`src/rtl/branch_predict_unit.sv`:
```
// Direct-mapped branch predictor: 2-bit counters plus jump entries, resolved in execute. Optional BRANCH_STATS_EN adds counters.
// Latency: fetch lookup and execute outputs are combinational; the table updates on the next rising edge.
// Backpressure: none; a resolving instruction is consumed in the cycle it is presented.
module branch_predict_unit #(
    parameter int PC_W    = 9,
    parameter int ENTRIES = 16
) (
    input  logic            clk,
    input  logic            rst_n,
    input  logic [PC_W-1:0] fetch_pc,
    output logic            pred_taken,
    output logic [31:0]     pred_target,
    input  logic            ex_valid,
    input  logic [PC_W-1:0] Cur_PC,
    input  logic [31:0]     Imm,
    input  logic            Branch,
    input  logic            jump,
    input  logic [31:0]     AluResult,
    input  logic            ex_pred_taken,
    input  logic [31:0]     ex_pred_target,
    output logic [31:0]     PC_Imm,
    output logic [31:0]     PC_Four,
    output logic            mispredict,
    output logic [31:0]     redirect_pc
`ifdef BRANCH_STATS_EN
    ,
    output logic [31:0]     stat_branches,
    output logic [31:0]     stat_mispredicts
`endif
);
    localparam int  IDX_W     = $clog2(ENTRIES);
    localparam bit  TAG_EMPTY = (PC_W <= IDX_W + 2);
    localparam int  TAG_W     = TAG_EMPTY ? 1 : PC_W - IDX_W - 2;

    // Shift-based extraction keeps narrow PC_W / wide ENTRIES combinations legal.
    function automatic logic [IDX_W-1:0] pc_idx(input logic [PC_W-1:0] pc);
        logic [PC_W-1:0] s;
        s = pc >> 2;
        return IDX_W'(s);
    endfunction

    function automatic logic [TAG_W-1:0] pc_tag(input logic [PC_W-1:0] pc);
        logic [PC_W-1:0] s;
        s = pc >> (IDX_W + 2);
        if (TAG_EMPTY) return '0;
        return TAG_W'(s);
    endfunction

    logic [ENTRIES-1:0]             vld_q;
    logic [ENTRIES-1:0]             jmp_q;
    logic [ENTRIES-1:0][TAG_W-1:0]  tag_q;
    logic [ENTRIES-1:0][31:0]       tgt_q;
    logic [ENTRIES-1:0][1:0]        ctr_q;

    logic [IDX_W-1:0] f_idx, e_idx;
    logic [TAG_W-1:0] f_tag, e_tag;
    logic             f_hit, e_hit;
    logic             actual_taken;
    logic             upd;
    logic [31:0]      pc_ext;

    assign f_idx       = pc_idx(fetch_pc);
    assign f_tag       = pc_tag(fetch_pc);
    assign f_hit       = vld_q[f_idx] && (tag_q[f_idx] == f_tag);
    assign pred_taken  = f_hit && (jmp_q[f_idx] || ctr_q[f_idx][1]);
    assign pred_target = pred_taken ? tgt_q[f_idx] : 32'd0;

    assign pc_ext       = 32'(Cur_PC);
    assign PC_Imm       = pc_ext + Imm;
    assign PC_Four      = pc_ext + 32'd4;
    assign actual_taken = ex_valid && ((Branch && AluResult[0]) || jump);
    assign mispredict   = ex_valid && ((ex_pred_taken != actual_taken) ||
                                       (actual_taken && (ex_pred_target != PC_Imm)));
    assign redirect_pc  = !mispredict ? 32'd0 : (actual_taken ? PC_Imm : PC_Four);

    assign e_idx = pc_idx(Cur_PC);
    assign e_tag = pc_tag(Cur_PC);
    assign e_hit = vld_q[e_idx] && (tag_q[e_idx] == e_tag);
    assign upd   = ex_valid && (Branch || jump);

    always_ff @(posedge clk or negedge rst_n) begin
        if (!rst_n) begin
            for (int i = 0; i < ENTRIES; i++) begin
                vld_q[i] <= 1'b0;
                jmp_q[i] <= 1'b0;
                tag_q[i] <= '0;
                tgt_q[i] <= '0;
                ctr_q[i] <= 2'b01;
            end
        end else if (upd) begin
            if (jump) begin
                // Jump wins over Branch when both are flagged.
                vld_q[e_idx] <= 1'b1;
                jmp_q[e_idx] <= 1'b1;
                tag_q[e_idx] <= e_tag;
                tgt_q[e_idx] <= PC_Imm;
                ctr_q[e_idx] <= 2'b11;
            end else if (e_hit) begin
                jmp_q[e_idx] <= 1'b0;
                if (AluResult[0]) begin
                    tgt_q[e_idx] <= PC_Imm;
                    if (ctr_q[e_idx] != 2'b11) ctr_q[e_idx] <= ctr_q[e_idx] + 2'b01;
                end else if (ctr_q[e_idx] != 2'b00) begin
                    ctr_q[e_idx] <= ctr_q[e_idx] - 2'b01;
                end
            end else if (AluResult[0]) begin
                vld_q[e_idx] <= 1'b1;
                jmp_q[e_idx] <= 1'b0;
                tag_q[e_idx] <= e_tag;
                tgt_q[e_idx] <= PC_Imm;
                ctr_q[e_idx] <= 2'b10;
            end
        end
    end

`ifdef BRANCH_STATS_EN
    always_ff @(posedge clk or negedge rst_n) begin
        if (!rst_n) begin
            stat_branches    <= 32'd0;
            stat_mispredicts <= 32'd0;
        end else begin
            if (upd)        stat_branches    <= stat_branches + 32'd1;
            if (mispredict) stat_mispredicts <= stat_mispredicts + 32'd1;
        end
    end
`endif
endmodule

```
`config.mk`:
```
export PLATFORM = sky130hd
export DESIGN_NAME = branch_predict_unit
export DESIGN_NICKNAME = d
export VERILOG_FILES = /design/src/rtl/branch_predict_unit.sv
export SDC_FILE = /design/constraint.sdc
export NUM_CORES = 2
export LEC_CHECK = 0
export ABC_AREA = 1
export CAP_MARGIN = 30
export CELL_PAD_IN_SITES_DETAIL_PLACEMENT = 1
export CELL_PAD_IN_SITES_GLOBAL_PLACEMENT = 1
export CORE_ASPECT_RATIO = 0.8
export CORE_MARGIN = 5
export CORE_UTILIZATION = 30
export CTS_BUF_LIST = sky130_fd_sc_hd__clkbuf_2
export DETAILED_ROUTE_END_ITERATION = 8
export DONT_BUFFER_PORTS = 1
export PLACE_DENSITY = 0.66
export SLEW_MARGIN = 0
export SYNTH_ARGS = -nofsm -noshare
export SYNTH_HDL_FRONTEND = slang
export SYNTH_SLANG_ARGS = --single-unit
```
`constraint.sdc`:
```
create_clock -name clk -period 4.45 [get_ports clk]
set_clock_uncertainty 0.2 [all_clocks]
set_input_delay 0.445 -clock clk [delete_from_list [all_inputs] [get_ports clk]]
set_output_delay 0.445 -clock clk [all_outputs]
set_load 0.01 [all_outputs]
```
==> results.py <==
metrics = {
    "synthesis": {
        "synth-async-reset-ratio": 1.00,
        "netlist_area_sq_um": 32700,
        "avgSynthCellArea_sq_um": 7.49,
        "synth_edf_count": 0,
        "ys_seq_area_frac": 0.478,
        "dominantRegCellSynth": "dfrtp_1",
        "ys_ff_latch": 624,
        "yosysWarnings": 0,
        "syn_inst": 4367,
        "ys_types": 44,
    },
    "clock_network": {
        "clk_pin_slew_worst_paths_ns": 0.09,
        "cts.sinks": 624,
        "htreeDepth": 4,
        "clkLatencyLatePin_ns": 1.45,
        "cts_buffer_depth": 3,
        "cts_tree": "done",
        "cts_root_buffer": "clkbuf_2",
        "numCtsBuffers": 174,
    },
    "global_route": {
        "grt_pass1_wl_um": 199000,
        "grt_pass1_vias": 32700,
        "grt-ovfl-total": 0,
        "grt_max_degree": 625,
        "antenna_found_initial": 8,
        "grtUsageTotal": 0.221,
    },
    "drt": {
        "drtIter0Drc": 2498,
        "wl_met3_um": 8890,
        "routed_wirelength_um": 130000,
        "first_pass_iters": 5,
        "top_layer": "met5",
        "num_vias": 32000,
        "via_per_inst": 5.24,
        "route.detailed.drc": 0,
        "drt-met1-wl_um": 59600,
        "postRouteAntennaNets": 0,
        "wl_met2_um": 58000,
        "wire_per_inst_um": 21.4,
    },
    "status": {
        "violations": "max-slew violations",
        "run_status": "complete, but fails checks",
    },
    "setup_path": {
        "reg2reg_slack_ns": 0.11,
        "arrival_ns": 3.77,
        "start_kind": "input pin",
        "worstSetupPathType": "input pin to output pin",
        "reg2reg_from": "ctr_q[20]",
        "cp-startpoint": "Imm[15]",
        "cp-end-kind": "output pin",
        "cp.required_ns": 3.81,
        "critical_path.max_fanout": 17,
    },
    "timing": {
        "rsz0062_at_grt": "yes",
        "worst_slack_ns": 0.0361,
        "finalCritPeriodShare": 0.992,
        "min_period_ns": 4.41,
        "setup_viol_count_final": 0,
        "worstMarginPinSlew_ns": 1.55,
        "tns_ns": 0,
        "finalHoldViolCount": 0,
        "slew_headroom": -0.0351,
        "clock.fmax_mhz": 227,
        "finalMaxSlewViolations": 150,
    },
    "floorplanning": {
        "rows": 108,
        "die_area_sq_um": 116000,
        "die_w_um": 379,
        "die_h_um": 305,
        "start_util": 0.302,
        "ioPinCount": 250,
        "coreArea_sq_um": 108000,
    },
    "cells_and_area": {
        "final_common_cell": "nand2_1",
        "mostFrequentLayoutCells": "nand2_1 (1216), o21ai_0 (834), dfrtp_1 (608), nor2_1 (350), clkbuf_2 (253)",
        "stdcell_count": 6096,
        "nets": 4673,
        "drive_gt1_frac": 0.119,
        "final_util": 0.350,
        "area_growth_pct": 16.1,
    },
    "worst_hold_path": {
        "hp-class": "input pin to flip-flop",
        "min_from": "Cur_PC[2]",
    },
    "pwr": {
        "total_power_uw": 15600,
        "powerDensity_nw_per_um2": 411,
        "peakVddDrop_uv": 251,
        "leakage_uw": 0.0181,
    },
    "place": {
        "post-dp-hpwl_um": 76000,
        "place_ws_ns": 0.547,
        "dp.cells": 5622,
        "port_buffers": 0,
        "gp_congestion": 0.853,
    },
    "run": {
        "maxCapViolations": 0,
    },
}
sequential cells by signal, indices dropped and copies added (netlist names), named ones only:
| name | flops |
|---|---|
| tag_q | 48 |
| vld_q | 16 |
| ctr_q | 32 |
| tgt_q | 512 |
cells in the mapped netlist (4+ instances only):
master | count | area share
inv_2 | 11 | 0.0013
dfstp_2 | 16 | 0.013
nand3b_1 | 20 | 0.0046
nor2_2 | 21 | 0.0040
ha_1 | 15 | 0.0057
a21oi_1 | 154 | 0.024
nand3_1 | 199 | 0.030
a221oi_1 | 13 | 0.0035
nand2_1 | 1231 | 0.14
nand2_2 | 4 | 0.00076
buf_4 | 26 | 0.0060
o21ai_0 | 842 | 0.13
a31oi_1 | 6 | 0.0011
o21ai_1 | 16 | 0.0024
a211oi_1 | 14 | 0.0032
a32o_1 | 17 | 0.0052
xor2_1 | 7 | 0.0019
clkbuf_1 | 230 | 0.026
buf_2 | 36 | 0.0055
nand4_1 | 62 | 0.012
inv_1 | 257 | 0.029
buf_6 | 10 | 0.0034
o211ai_1 | 21 | 0.0048
dfrtp_1 | 608 | 0.46
o22ai_1 | 87 | 0.017
nor2_1 | 363 | 0.042
mux2i_1 | 26 | 0.0080
buf_1 | 22 | 0.0025
nor3_1 | 13 | 0.0020
final timing paths:
| check | to | cells past startpoint |
|---|---|---|
| max in group asynchronous | tag_q[2] | 4 |
| min | ctr_q[12] | 13 |
| min in group asynchronous | tgt_q[70] | 3 |
| max reg2reg | ctr_q[14] | 17 |
| max | redirect_pc[22] | 14 |
| min reg2reg | tgt_q[352] | 2 |
cell families (layout without fill, tap and decap cells):
family / after synthesis / count (layout) / share of synthesized area
multiplexers: 26 / 26 / 0.00795
adder cells (fa/ha/maj): 16 / 16 / 0.00635
flip-flops: 624 / 624 / 0.478
buffers and inverters: 594 / 866 / 0.0748
AO/OA/AOI/OAI: 1173 / 1173 / 0.190
AND/OR/NAND/NOR: 1924 / 1924 / 0.241
other: 1 / 28 / 0.000115
XOR/XNOR: 9 / 9 / 0.00241
worst max-delay path: stages:
cell and delay [ns]:
dlygate4sd3_1 0.62, nand2_1 0.08, dlygate4sd3_1 0.64, nor2_2 0.17, nand2_1 0.17, nor2_1 0.14
nand2_1 0.10, nand3_1 0.13, nand2_1 0.08, dlygate4sd3_1 0.56, buf_4 0.20, inv_1 0.14
nand2_1 0.06, nor2_1 0.21
what timing repair did:
action	4_1_cts	5_1_grt
setup endpoints to repair	32	73
pin swaps	10	15
hold buffers	155	8
endpoints found under the hold margin	1218	666
buffers inserted	1	2
cloned	0	2
gates resized for setup	33	78
power by group:
part | internal [uW] | switching [uW]
Combinational | 1360 | 2200
Clock | 1700 | 2610
Sequential | 6980 | 742
through the flow:
| step | hold slack [ns] | area [sq um] |
|---|---|---|
| after floorplan | -0.0506 | 32800 |
| after detailed placement | 0.0381 | 34200 |
| after CTS | -1.61 | 37500 |
| after global routing | 0.0107 | 38000 |
| final | 0.0829 | 38000 |
| after global placement | 0.0430 | 34200 |
cell type report:
| type | count | area (sq um) |
|---|---|---|
| fillers | 13500 | 70400 |
| flip-flops and latches | 624 | 15600 |
| inverters | 270 | 1030 |
| clock inverters | 46 | 290 |
| multi-input cells | 3170 | 15000 |
| clock buffers | 253 | 1270 |
| repair buffers | 297 | 2950 |
| well taps | 1430 | 1790 |
| diodes | 6 | 15.0 |
layer usage:
layer / GRT usage / vias up
li1: - / 14900
met1: 0.303 / 15900
met2: 0.343 / 924
met3: 0.0518 / 225
met4: 0.0755 / 4
met5: 0 / -
(Power assumes the default switching activity.)
